--- src/rtl/tmds_pkg.sv ---
// tmds_pkg: shared TMDS definitions.
//   - The four control-token code words, common to encoder and decoder.
//   - rx_state_t: word-alignment FSM states of the receive channel.
package tmds_pkg;

  localparam logic [9:0] TOKEN_C00 = 10'b1101010100;
  localparam logic [9:0] TOKEN_C01 = 10'b0010101011;
  localparam logic [9:0] TOKEN_C10 = 10'b0101010100;
  localparam logic [9:0] TOKEN_C11 = 10'b1010101011;

  typedef enum logic [1:0] {
    ST_SEARCH    = 2'd0,
    ST_SLIP_WAIT = 2'd1,
    ST_LOCKED    = 2'd2
  } rx_state_t;

endpackage

--- src/rtl/tmds_symbol_decode.sv ---
// tmds_symbol_decode: combinational TMDS symbol classifier/decoder.
// Ports:
//   sym      in  10  raw symbol, sym[0] first on the wire
//   is_token out  1  sym is one of the four control tokens
//   ctrl     out  2  control bits {c1, c0} of the token (0 otherwise)
//   data     out  8  transition-minimized decode of sym (always computed)
module tmds_symbol_decode
  import tmds_pkg::*;
(
  input  logic [9:0] sym,
  output logic       is_token,
  output logic [1:0] ctrl,
  output logic [7:0] data
);

  logic [7:0] d;

  always_comb begin
    is_token = 1'b1;
    ctrl     = 2'b00;
    case (sym)
      TOKEN_C00: ctrl = 2'b00;
      TOKEN_C01: ctrl = 2'b01;
      TOKEN_C10: ctrl = 2'b10;
      TOKEN_C11: ctrl = 2'b11;
      default:   is_token = 1'b0;
    endcase
  end

  // sym[9] flags an inverted payload; sym[8] selects XOR vs XNOR chaining.
  always_comb begin
    d       = sym[9] ? ~sym[7:0] : sym[7:0];
    data    = 8'h00;
    data[0] = d[0];
    for (int i = 1; i < 8; i++)
      data[i] = sym[8] ? (d[i] ^ d[i-1]) : ~(d[i] ^ d[i-1]);
  end

endmodule

--- src/rtl/tmds_rx_channel.sv ---
// tmds_rx_channel: one TMDS receive lane after the 1:10 deserializer.
// Finds the word boundary by bit-slipping until control tokens arrive
// steadily, then decodes symbols into pixel data or control bits.
// Ports:
//   clk     in   1  pixel clock, one symbol per cycle
//   rst     in   1  synchronous active-high reset
//   sym     in  10  deserialized word
//   bitslip out  1  one-cycle slip request to the deserializer
//   locked  out  1  word alignment established
//   de      out  1  data is valid pixel data
//   data    out  8  decoded byte
//   ctrl    out  2  last decoded control bits {c1, c0}
// Latency sym -> outputs is 2 cycles; the FSM runs on the stage-1 registers.
module tmds_rx_channel
  import tmds_pkg::*;
#(
  parameter int LOCK_COUNT    = 64,
  parameter int SEARCH_WINDOW = 1024,
  parameter int SLIP_WAIT     = 16,
  parameter int TIMEOUT       = 2048
) (
  input  logic       clk,
  input  logic       rst,
  input  logic [9:0] sym,
  output logic       bitslip,
  output logic       locked,
  output logic       de,
  output logic [7:0] data,
  output logic [1:0] ctrl
);

  localparam int RUN_W = $clog2(LOCK_COUNT + 1);
  localparam int WIN_W = $clog2(SEARCH_WINDOW + 1);
  localparam int SW_W  = $clog2(SLIP_WAIT + 1);
  localparam int WD_W  = $clog2(TIMEOUT + 1);

  // stage 1: classification of the incoming symbol
  logic       dec_tok;
  logic [1:0] dec_ctrl;
  logic [7:0] dec_data;
  logic       s1_tok;
  logic [1:0] s1_ctrl;
  logic [7:0] s1_data;

  tmds_symbol_decode u_dec (
    .sym      (sym),
    .is_token (dec_tok),
    .ctrl     (dec_ctrl),
    .data     (dec_data)
  );

  rx_state_t        state;
  logic [RUN_W-1:0] run;
  logic [WIN_W-1:0] win;
  logic [SW_W-1:0]  sw;
  logic [WD_W-1:0]  wd;

  // Lock is declared on the cycle the LOCK_COUNT-th token sits in stage 1,
  // so the locking token itself is already reported with locked=1.
  logic run_hit, win_end, sw_end, wd_end;
  assign run_hit = s1_tok && (run == RUN_W'(LOCK_COUNT - 1));
  assign win_end = (win == WIN_W'(SEARCH_WINDOW - 1));
  assign sw_end  = (sw  == SW_W'(SLIP_WAIT - 1));
  assign wd_end  = (wd  == WD_W'(TIMEOUT - 1));

  // stage-2 values used whenever the channel is (or becomes) locked
  logic       lk_de;
  logic [7:0] lk_data;
  logic [1:0] lk_ctrl;

  always_comb begin
    lk_de   = ~s1_tok;
    lk_data = s1_tok ? 8'h00 : s1_data;
    lk_ctrl = s1_tok ? s1_ctrl : ctrl;
  end

  always_ff @(posedge clk) begin
    if (rst) begin
      s1_tok  <= 1'b0;
      s1_ctrl <= 2'b00;
      s1_data <= 8'h00;
      state   <= ST_SEARCH;
      run     <= '0;
      win     <= '0;
      sw      <= '0;
      wd      <= '0;
      bitslip <= 1'b0;
      locked  <= 1'b0;
      de      <= 1'b0;
      data    <= 8'h00;
      ctrl    <= 2'b00;
    end else begin
      s1_tok  <= dec_tok;
      s1_ctrl <= dec_ctrl;
      s1_data <= dec_data;

      // idle outputs unless a branch below keeps/enters lock
      bitslip <= 1'b0;
      locked  <= 1'b0;
      de      <= 1'b0;
      data    <= 8'h00;
      ctrl    <= 2'b00;

      case (state)
        ST_SEARCH: begin
          if (run_hit) begin
            state  <= ST_LOCKED;
            run    <= '0;
            wd     <= '0;
            win    <= '0;
            locked <= 1'b1;
            de     <= lk_de;
            data   <= lk_data;
            ctrl   <= lk_ctrl;
          end else if (win_end) begin
            state   <= ST_SLIP_WAIT;
            bitslip <= 1'b1;
            win     <= '0;
            run     <= '0;
          end else begin
            win <= win + 1'b1;
            run <= s1_tok ? run + 1'b1 : '0;
          end
        end

        ST_SLIP_WAIT: begin
          if (sw_end) begin
            state <= ST_SEARCH;
            sw    <= '0;
          end else begin
            sw <= sw + 1'b1;
          end
        end

        ST_LOCKED: begin
          // a token arriving on the timeout cycle keeps lock
          if (!s1_tok && wd_end) begin
            state <= ST_SEARCH;
            run   <= '0;
            win   <= '0;
            sw    <= '0;
            wd    <= '0;
          end else begin
            wd     <= s1_tok ? '0 : wd + 1'b1;
            locked <= 1'b1;
            de     <= lk_de;
            data   <= lk_data;
            ctrl   <= lk_ctrl;
          end
        end

        default: state <= ST_SEARCH;
      endcase
    end
  end

endmodule

--- config.mk ---
export PLATFORM = sky130hd
export DESIGN_NAME = tmds_rx_channel
export DESIGN_NICKNAME = d
export VERILOG_FILES = /design/src/rtl/tmds_pkg.sv /design/src/rtl/tmds_symbol_decode.sv /design/src/rtl/tmds_rx_channel.sv
export SDC_FILE = /design/constraint.sdc
export NUM_CORES = 1
export LEC_CHECK = 0
export CELL_PAD_IN_SITES_DETAIL_PLACEMENT = 1
export CELL_PAD_IN_SITES_GLOBAL_PLACEMENT = 1
export CORE_MARGIN = 2
export CORE_UTILIZATION = 47
export DETAILED_ROUTE_END_ITERATION = 8
export PLACE_DENSITY = 0.87
export SYNTH_ARGS = -nofsm -noshare
export SYNTH_HDL_FRONTEND = slang
export SYNTH_SLANG_ARGS = --single-unit
--- constraint.sdc ---
create_clock -name clk -period 4.3 [get_ports clk]
set_input_delay 0.645 -clock clk [delete_from_list [all_inputs] [get_ports clk]]
set_output_delay 0.645 -clock clk [all_outputs]
set_load 0.05 [all_outputs]
==> metrics.yaml <==
cells_and_area:
  drive_gt1_share_pct: 7.06
  n_fill_cell: 686
  final_area_sq_mm: 0.00341
  antenna_cells: 0
  fin_util_pct: 57.2
  area_growth_pct: 16.5
  nets: 371
setup_path:
  rr_endpoint: "win[9]"
  cp-start-kind: "input pin"
  cp.arrival_ps: 2780
  crit_path_max_fanout: 36
  crit_family: "compound AO/OA/AOI/OAI gates"
  r2r.worst_path.cells: 4
  path_class: "in -> reg"
  worst-path-buf-inv: 2
  reg2reg_from: "state[1]"
  endpoint_kind: "flop"
  cpPeakStageDelay_ps: 830
  cp.required_ps: 4570
  crit_chain: "clkdlybuf4s50_1 > buf_4 > a31oi_1 > o211ai_1 > o2bb2ai_1"
  rrSetupSlack_ps: 1860
  cpMaxStageDelayCell: "a31oi_1"
grt:
  grt_max_degree: 37
  antenna_found_initial: 0
  grt_first_pass_wirelength_microns: 12400
  grt_pass1_vias: 2618
  grt-ovfl-total: 0
  grtUsageTotal_pct: 22.2
logic_synthesis:
  syn-cell-area_sq_mm: 0.00293
  ys_types: 57
  synth-seq-cells: 61
  syn_nets: 352
  synth_top_flop_cell: "dfxtp_1"
  yosysSeqAreaShare_pct: 41.7
  synth_edf_count: 0
  avgSynthCellArea_sq_um: 8.86
  synthArstFlopShare_pct: 0
  netlist_instances: 330
  yosys_warnings: 0
power:
  p_leak_nw: 1.26
  power_density_mw_per_mm2: 370
  combPwrFrac_pct: 5.4
  clkPwrFrac_pct: 47.0
  internal-power_uw: 963
  switching_share_pct: 23.6
  p_sw_uw: 298
  peakVddDrop_uv: 244
  p_seq_share_pct: 47.5
clocking:
  ctsHtreeMaxLevel: 3
  cts_made_buffers: 9
  cts_resized: 0
  clk_path_buf_depth: 2
  cts_tree: "done"
  cts-root-buf: "clkbuf_8"
  cts_hold_buf: 0
  post_cts_buffers: 0
  clk_pin_slew_ps: 70
  numClockSinks: 61
  clock_latency_ps: 350
sta:
  final.setup.tns_ps: 0
  slew_violations: 0
  hold_viol_final: 0
  post-route-period-util_pct: 58.4
  tightest_slew_ps: 1080
  relSlewSlack_pct: 27.7
  maxClockFrequency_mhz: 398
  rsz0062_at_grt: "no"
  fin_skew_ps: 12.5
  period_minus_slack_ps: 2510
  setup_viol: 0
worst_hold_path:
  holdPathStages: 1
  hold_path_class: "reg -> reg"
  holdCritStartpoint: "s1_data[4]"
  whs_endpoint: "data[4]"
routing:
  routed_via_density: 5.92
  drtPass1Iterations: 4
  vias: 2540
  routedWlPerCell_microns: 16.9
  initialDrtViolationCount: 166
  drc_errors: 0
  wl_microns: 7240
  postRouteAntennaNets: 0
placement:
  place_congestion: 0.768
  hpwl_microns: 4930
  dpl_cell_area_sq_mm: 0.00318
  portBuffers: 24
floorplan:
  dieArea_sq_mm: 0.00687
  die_w_microns: 82.9
  die_height_microns: 82.9
  io_pins: 25
  fp-row-count: 28
  start_util_pct: 49.1
  fp.coreArea_sq_mm: 0.00596
run_status:
  status: "complete, no violations"
flow_run:
  maxCapViolCount: 0
worst max-delay path by stage:
stage                     start      to  cells after the start
final                       rst  run[3]                      5
after global routing        rst  run[3]                      5
after CTS                   rst  run[3]                      5
after detailed placement    rst  run[0]                      5
after global placement      rst  run[0]                      5
after floorplan             rst  wd[10]                      6
sequential cells by signal, indices dropped and copies added, names as in the netlist, 2 cells and up:
| name | count |
|---|---|
| run | 7 |
| sw | 5 |
| data | 8 |
| state | 2 |
| s1_ctrl | 2 |
| s1_data | 8 |
| ctrl | 2 |
| wd | 12 |
| win | 11 |
power groups by stage:
stage | clock network [mW] | registers, mW | logic, mW
final | 0.593 | 0.600 | 0.0684
after floorplan | 0 | 0.607 | 0.0448
after detailed placement | 0 | 0.612 | 0.0679
after global routing | 0.629 | 0.602 | 0.0750
after CTS | 0.603 | 0.600 | 0.0688
after global placement | 0 | 0.611 | 0.0630
placed cells by master, fill, tap and decap left out, types with 3 or more instances in the layout:
master,n
a21oi_1,17
a31oi_1,14
and2_1,11
and3_1,11
and4_1,4
clkbuf_8,10
clkdlybuf4s50_1,24
dfxtp_1,61
ha_1,10
inv_1,17
mux2i_1,4
nand2_1,19
nand2b_1,6
nand3_1,27
nand3b_1,3
nand4_1,7
nor2_1,15
nor2b_1,4
nor3_1,5
o211ai_1,7
o21ai_0,12
o2bb2ai_1,3
or3_1,3
xnor2_1,12
xor2_1,3
worst reg2reg max path: cells and delay by family (launching register included):
family / cells / cell delay [ps]
flip-flops: 1 / 570
AO/OA/AOI/OAI: 1 / 220
AND/OR/NAND/NOR: 3 / 1550
Yosys cell counts (10+ instances only):
cell type	count	area, sq um
and2_1	11	68.8
o21ai_0	12	60.1
inv_1	17	63.8
and3_1	11	68.8
a31oi_1	14	87.6
ha_1	10	125
nand2_1	19	71.3
a21oi_1	17	85.1
nand3_1	27	135
xnor2_1	12	105
nor2_1	15	56.3
dfxtp_1	61	1220
layout make-up:
type	instances	area [sq um]	area share [%]
timing repair buffer	25	248	7.27
clock buffer	10	138	4.04
sequential	61	1220	35.8
inverter	17	63.8	1.87
tap	75	93.8	2.75
multi-input combinational	235	1550	45.5
clock inverter	6	93.8	2.75
logic make-up (layout without fill, tap and decap cells):
| logic type | count (synthesis) | in the layout | synth area share (%) |
|---|---|---|---|
| AND/OR/NAND/NOR | 131 | 131 | 25.6 |
| AO/OA/AOI/OAI | 74 | 74 | 16.9 |
| flip-flops | 61 | 61 | 41.7 |
| buffers and inverters | 34 | 58 | 5.26 |
| XOR/XNOR | 15 | 15 | 4.49 |
| adder cells (fa/ha/maj) | 10 | 10 | 4.28 |
| multiplexers | 5 | 5 | 1.75 |
per-layer routing:
layer / GRT usage (%) / vias up / routed length (microns)
met5: 0 / - / 0
met4: 9.39 / 0 / 169
met3: 5.96 / 16 / 266
met2: 35.3 / 49 / 3450
met1: 28.4 / 1236 / 3350
li1: - / 1239 / -
stage by stage:
step	cells	setup WS [ps]	hold WS, ps	power, mW
floorplan	330	2410	406	0.652
global placement	413	1560	411	0.674
detailed placement	413	1470	416	0.680
CTS	429	1800	437	1.27
global route	429	1620	454	1.31
finish	429	1790	433	1.26
Power figures use the tool's default switching activity.
